[config.mk]
export PLATFORM = sky130hd
export DESIGN_NAME = motor_pasos_prog_flat
export DESIGN_NICKNAME = d
export VERILOG_FILES = /design/src/rtl/motor_pasos_prog_if.sv /design/src/rtl/motor_pasos_prog.sv /design/src/flat_wrapper.sv
export SDC_FILE = /design/constraint.sdc
export NUM_CORES = 1
export LEC_CHECK = 0
export BUFFER_PORTS_ARGS = -buffer_cell sky130_fd_sc_hd__buf_4
export CORE_MARGIN = 2
export CORE_UTILIZATION = 50
export CTS_BUF_LIST = sky130_fd_sc_hd__clkbuf_8
export CTS_CLUSTER_SIZE = 10
export DETAILED_ROUTE_END_ITERATION = 8
export HOLD_SLACK_MARGIN = 0.12
export PLACE_DENSITY = 0.72
export SKIP_LAST_GASP = 1
export SYNTH_ARGS = -nofsm -noshare
export SYNTH_HDL_FRONTEND = slang
export SYNTH_SLANG_ARGS = --single-unit
[constraint.sdc]
create_clock -name CLK -period 5 [get_ports CLK]
set_clock_uncertainty 0.1 [all_clocks]
set_input_delay 0.25 -clock CLK [delete_from_list [all_inputs] [get_ports CLK]]
set_output_delay 0.25 -clock CLK [all_outputs]
set_load 0.05 [all_outputs]
[src/rtl/motor_pasos_prog_if.sv]
// Bus bundle for the programmable stepper driver:
// move request, drive options and status/coil outputs.
interface motor_pasos_prog_if #(
    parameter int DIV_W = 16,
    parameter int CNT_W = 16,
    parameter int POS_W = 16
);
    logic             en;
    logic [1:0]       mode;
    logic             sentido;
    logic [DIV_W-1:0] period;
    logic             start;
    logic [CNT_W-1:0] steps;
    logic             abort;
    logic             busy;
    logic             done;
    logic [3:0]       coils;
    logic [POS_W-1:0] position;

    modport master (
        output en, mode, sentido, period, start, steps, abort,
        input  busy, done, coils, position
    );

    modport slave (
        input  en, mode, sentido, period, start, steps, abort,
        output busy, done, coils, position
    );
endinterface

[src/rtl/motor_pasos_prog.sv]
// Programmable stepper-motor move controller: wave/full/half
// stepping, divided step rate, step counting and abort.
module motor_pasos_prog #(
    parameter int DIV_W = 16,
    parameter int CNT_W = 16,
    parameter int POS_W = 16
) (
    input  logic               CLK,
    input  logic               RST,
    motor_pasos_prog_if.slave  bus
);
    typedef enum logic {IDLE, RUN} state_t;

    state_t           state, state_nx;
    logic [2:0]       idx, idx_nx;
    logic [DIV_W-1:0] divider, divider_nx;
    logic [CNT_W-1:0] remaining, rem_nx;
    logic [POS_W-1:0] position, pos_nx;
    logic             done, done_nx;
    logic [3:0]       coils;
    logic             big;
    logic [2:0]       mag;

    function automatic logic [3:0] phase_tbl(input logic [2:0] i);
        logic [3:0] c;
        c = 4'b0000;
        unique case (i)
            3'd0: c = 4'b1000;
            3'd1: c = 4'b1100;
            3'd2: c = 4'b0100;
            3'd3: c = 4'b0110;
            3'd4: c = 4'b0010;
            3'd5: c = 4'b0011;
            3'd6: c = 4'b0001;
            3'd7: c = 4'b1001;
        endcase
        return c;
    endfunction

    // Wave wants even idx, full wants odd; a mismatch realigns by one.
    assign big = ~bus.mode[1] && (idx[0] == bus.mode[0]);
    assign mag = big ? 3'd2 : 3'd1;

    always_comb begin
        state_nx   = state;
        idx_nx     = idx;
        divider_nx = divider;
        rem_nx     = remaining;
        pos_nx     = position;
        done_nx    = 1'b0;
        unique case (state)
            IDLE: begin
                if (bus.start && !bus.abort) begin
                    divider_nx = '0;
                    if (bus.steps == '0) begin
                        done_nx = 1'b1;
                    end else begin
                        rem_nx   = bus.steps;
                        state_nx = RUN;
                    end
                end
            end
            RUN: begin
                if (bus.abort) begin
                    rem_nx   = '0;
                    state_nx = IDLE;
                end else if (bus.en) begin
                    if (divider == bus.period) begin
                        divider_nx = '0;
                        idx_nx = bus.sentido ? idx - mag : idx + mag;
                        pos_nx = bus.sentido ? position - POS_W'(1)
                                             : position + POS_W'(1);
                        rem_nx = remaining - CNT_W'(1);
                        if (remaining == CNT_W'(1)) begin
                            state_nx = IDLE;
                            done_nx  = 1'b1;
                        end
                    end else begin
                        divider_nx = divider + DIV_W'(1);
                    end
                end
            end
        endcase
    end

    always_ff @(posedge CLK) begin
        if (!RST) begin
            state     <= IDLE;
            idx       <= 3'd0;
            divider   <= '0;
            remaining <= '0;
            position  <= '0;
            done      <= 1'b0;
            coils     <= 4'b0000;
        end else begin
            state     <= state_nx;
            idx       <= idx_nx;
            divider   <= divider_nx;
            remaining <= rem_nx;
            position  <= pos_nx;
            done      <= done_nx;
            coils     <= bus.en ? phase_tbl(idx) : 4'b0000;
        end
    end

    assign bus.busy     = (state == RUN);
    assign bus.done     = done;
    assign bus.coils    = coils;
    assign bus.position = position;
endmodule

[src/flat_wrapper.sv]
// flat-port wrapper written by rule: the top's interface ports become plain ports
module motor_pasos_prog_flat 
#(
    parameter int DIV_W = 16,
    parameter int CNT_W = 16,
    parameter int POS_W = 16
)
  (CLK, RST, bus_en, bus_mode, bus_sentido, bus_period, bus_start, bus_steps, bus_abort, bus_busy, bus_done, bus_coils, bus_position);
  motor_pasos_prog_if #(.DIV_W(DIV_W), .CNT_W(CNT_W), .POS_W(POS_W)) bus_i ();
  input  logic CLK;
  input  logic RST;
  input wire logic [$bits(bus_i.en)-1:0] bus_en;
  input wire logic [$bits(bus_i.mode)-1:0] bus_mode;
  input wire logic [$bits(bus_i.sentido)-1:0] bus_sentido;
  input wire logic [$bits(bus_i.period)-1:0] bus_period;
  input wire logic [$bits(bus_i.start)-1:0] bus_start;
  input wire logic [$bits(bus_i.steps)-1:0] bus_steps;
  input wire logic [$bits(bus_i.abort)-1:0] bus_abort;
  output wire logic [$bits(bus_i.busy)-1:0] bus_busy;
  output wire logic [$bits(bus_i.done)-1:0] bus_done;
  output wire logic [$bits(bus_i.coils)-1:0] bus_coils;
  output wire logic [$bits(bus_i.position)-1:0] bus_position;
  assign bus_i.en = bus_en;
  assign bus_i.mode = bus_mode;
  assign bus_i.sentido = bus_sentido;
  assign bus_i.period = bus_period;
  assign bus_i.start = bus_start;
  assign bus_i.steps = bus_steps;
  assign bus_i.abort = bus_abort;
  assign bus_busy = bus_i.busy;
  assign bus_done = bus_i.done;
  assign bus_coils = bus_i.coils;
  assign bus_position = bus_i.position;
  motor_pasos_prog #(.DIV_W(DIV_W), .CNT_W(CNT_W), .POS_W(POS_W)) u_core (.CLK(CLK), .RST(RST), .bus(bus_i));
endmodule
==> flow_summary.toml <==
[place]
numPortBuffers = 61
place_area_mm2 = 0.00428
hpwl_um = 6960
gp_congestion = 0.892

[worst_setup_path]
worstPathMaxFanout = 20
end_kind = "flip-flop"
worst_path_max_delay_cell = "dfxtp_1"
cp_slowest_stage_delay_ns = 0.78
arrival_ns = 2.77
worst-path-buf-inv = 1
path_cells = "inv_2 > nor2_1 > nand2_1 > nor2_2 > nand3_1 > o311ai_0"
required_ns = 5.14
cp-start-kind = "flip-flop"
critPathTopFamily = "simple AND/OR/NAND/NOR gates"
critical_path_class = "flip-flop to flip-flop"

[route]
ant_nets = 0
drt-pass1-iter-count = 5
viasPerCell = 5.86
drt_iter0_drc = 245
vias = 3707
wl_per_cell_um = 15.3
drc = 0
totalWireLength_um = 9690

[cts]
cts_hold_buf = 0
cts_buffer_depth = 2
cts_tree = "done"
htreeDepth = 3
clkSinkCount = 57
worstSkewPairLatency_ns = 0.34
postCtsSetupRepairBufs = 0
postCtsResizedCells = 0
cts-root-buf = "clkbuf_8"
cts_buffers = 9
path_clk_slew_ns = 0.07

[global_routing]
grt_pass1_wl_um = 16500
antenna_found_initial = 0
grt_max_degree = 38
grt_overflow = 0
grt_pass1_vias = 3505
grtUsageTotal_pct = 23.8

[die]
io_pins = 62
dieArea_mm2 = 0.00831
placementRows = 31
die_x_um = 91.2
core_area_mm2 = 0.00729
initial_utilization_pct = 52.1
fp.dieH_um = 91.2

[synth]
synthFlopType = "dfxtp_1"
postSynthCellCount = 478
ys_types = 59
synth_top_area_cell = "dfxtp_1"
ys_seq_elements = 57
yosys_warnings = 0
async_flop_share_pct = 0
synth_nets = 538
syn_avg_cell_area_um2 = 7.95
synth_edf_count = 0
yosysMostFrequentCell = "nand2_1"
ys_seq_area_share_pct = 30.0
yosys-top-cells-count = "nand2_1, dfxtp_1, a21oi_1, nor2_1, o21ai_0"
synth_area_leaders = "dfxtp_1, nand2_1, ha_1"
netlist.area_leader.share_pct = 30.0
syn-cell-area_mm2 = 0.00380

[power_and_ir_drop]
netSwitchingPower_w = 0.000306
finalPower_w = 0.00106
power.density_mw_per_mm2 = 238
power.internal_w = 0.000756
p_seq_share_pct = 45.2
combPwrFrac_pct = 16.3
p_clk_share_pct = 38.5
p_leak_nw = 1.83
sw_frac_of_total_pct = 28.8
peakVddDrop_uv = 138

[timing]
fin_setup_tns_ns = 0
slew_headroom_pct = 44.2
final-hold-violation-count = 0
slew_violations = 0
setup_viol = 0
min_period_ns = 2.63
rsz0062_at_grt = "false"
holdWs_ns = 0.146
fmax_mhz = 381
tightestPinTransition_ns = 0.830
post-route-period-util_pct = 52.6

[finish]
n_fill_cell = 698
fin_util_pct = 61.1
final_area_mm2 = 0.00446
syn_to_final_growth_pct = 17.4
num_antenna_cells = 0
drive_gt1_share_pct = 16.3
nNetsFinal = 590

[min_path]
min_path_type = "input port to flip-flop"

[status]
outcome = "complete, no violations"

[run]
drv_cap = 0
==> per-layer routing <==
layer,vias to the layer above,part of all wire [%],GRT usage (%)
met3,13,5.0,4.40
met1,1709,46,31.5
met4,0,1.5,7.58
li1,1860,-,-
met2,125,47,39.3
met5,-,0,0
==> per-stage QoR <==
step | std cells | setup WS, ns
after floorplan | 478 | 2.56
after global placement | 618 | 2.49
after detailed placement | 618 | 2.41
after CTS | 633 | 2.41
after global routing | 633 | 2.03
final | 633 | 2.37
==> state kept, by name (all words and copies together) (netlist names) <==
signal and flops:
u_core.bus.position 16, u_core.divider 16, u_core.remaining 16, u_core.bus.coils 4
u_core.idx 3, u_core.bus.busy 1, u_core.bus.done 1
==> worst min-delay path, delay by kind of cell <==
kind / cells / cell delay (ns)
compound gates: 2 / 0.22
buf+inv: 1 / 0.08
==> cell type report <==
type	count	area, um^2	area share [%]
Clock buffer	9	124	2.78
Inverter	19	71.3	1.60
Tap cell	99	124	2.78
Clock inverter	6	52.6	1.18
Timing Repair Buffer	63	473	10.6
Multi-Input combinational cell	380	2470	55.5
Sequential cell	57	1140	25.6
==> path summary, 6_finish.rpt <==
kind	start	endpoint	slack [ns]	cells after the start
hold / removal	bus_steps[8]	u_core.remaining[8]$_SDFFE_PN0P_	0.15	3
setup / recovery	u_core.bus.busy$_SDFF_PN0_	u_core.bus.position[11]$_SDFFE_PN0P_	2.37	6
setup reg to reg	u_core.bus.busy$_SDFF_PN0_	u_core.bus.position[11]$_SDFFE_PN0P_	2.37	6
hold reg to reg	u_core.bus.position[7]$_SDFFE_PN0P_	u_core.bus.position[7]$_SDFFE_PN0P_	0.38	2
==> power by group through the flow <==
stage / logic, W / clock network [W] / registers (W)
2_1_floorplan: 0.000114 / 0 / 0.000487
3_3_place_gp: 0.000168 / 0 / 0.000488
3_5_place_dp: 0.000171 / 0 / 0.000489
4_1_cts: 0.000171 / 0.000413 / 0.000479
5_1_grt: 0.000192 / 0.000435 / 0.000481
6_report: 0.000173 / 0.000409 / 0.000480
==> cell usage in the layout, fill, tap and decap left out, types with 4 or more instances in the layout <==
cell type / instances
mux2i_1: 8
ha_1: 18
clkbuf_8: 9
nand2b_1: 4
and4_1: 6
o211ai_1: 8
o21ai_0: 26
xor2_1: 25
nor2b_1: 5
a21oi_1: 38
buf_4: 63
o31ai_1: 7
nor2_1: 35
o2111ai_1: 7
nor4_1: 15
dfxtp_1: 57
nand4_1: 9
inv_1: 20
nand2_1: 66
xnor2_1: 14
a311oi_1: 5
nor3_1: 6
nand3_1: 18
a21o_1: 4
==> cell families (layout without fill, tap and decap cells) <==
group           count (synthesis)  count (layout)  synth area share (%)
simple gates                  184             184                  24.2
compound gates                128             128                  22.5
flops                          57              57                  30.0
buf+inv                        41              97                  4.87
xor+xnor                       39              39                  8.99
fa+ha+maj                      20              20                  6.98
mux                             9               9                  2.40
No activity file was read; power rests on OpenSTA's default activity.
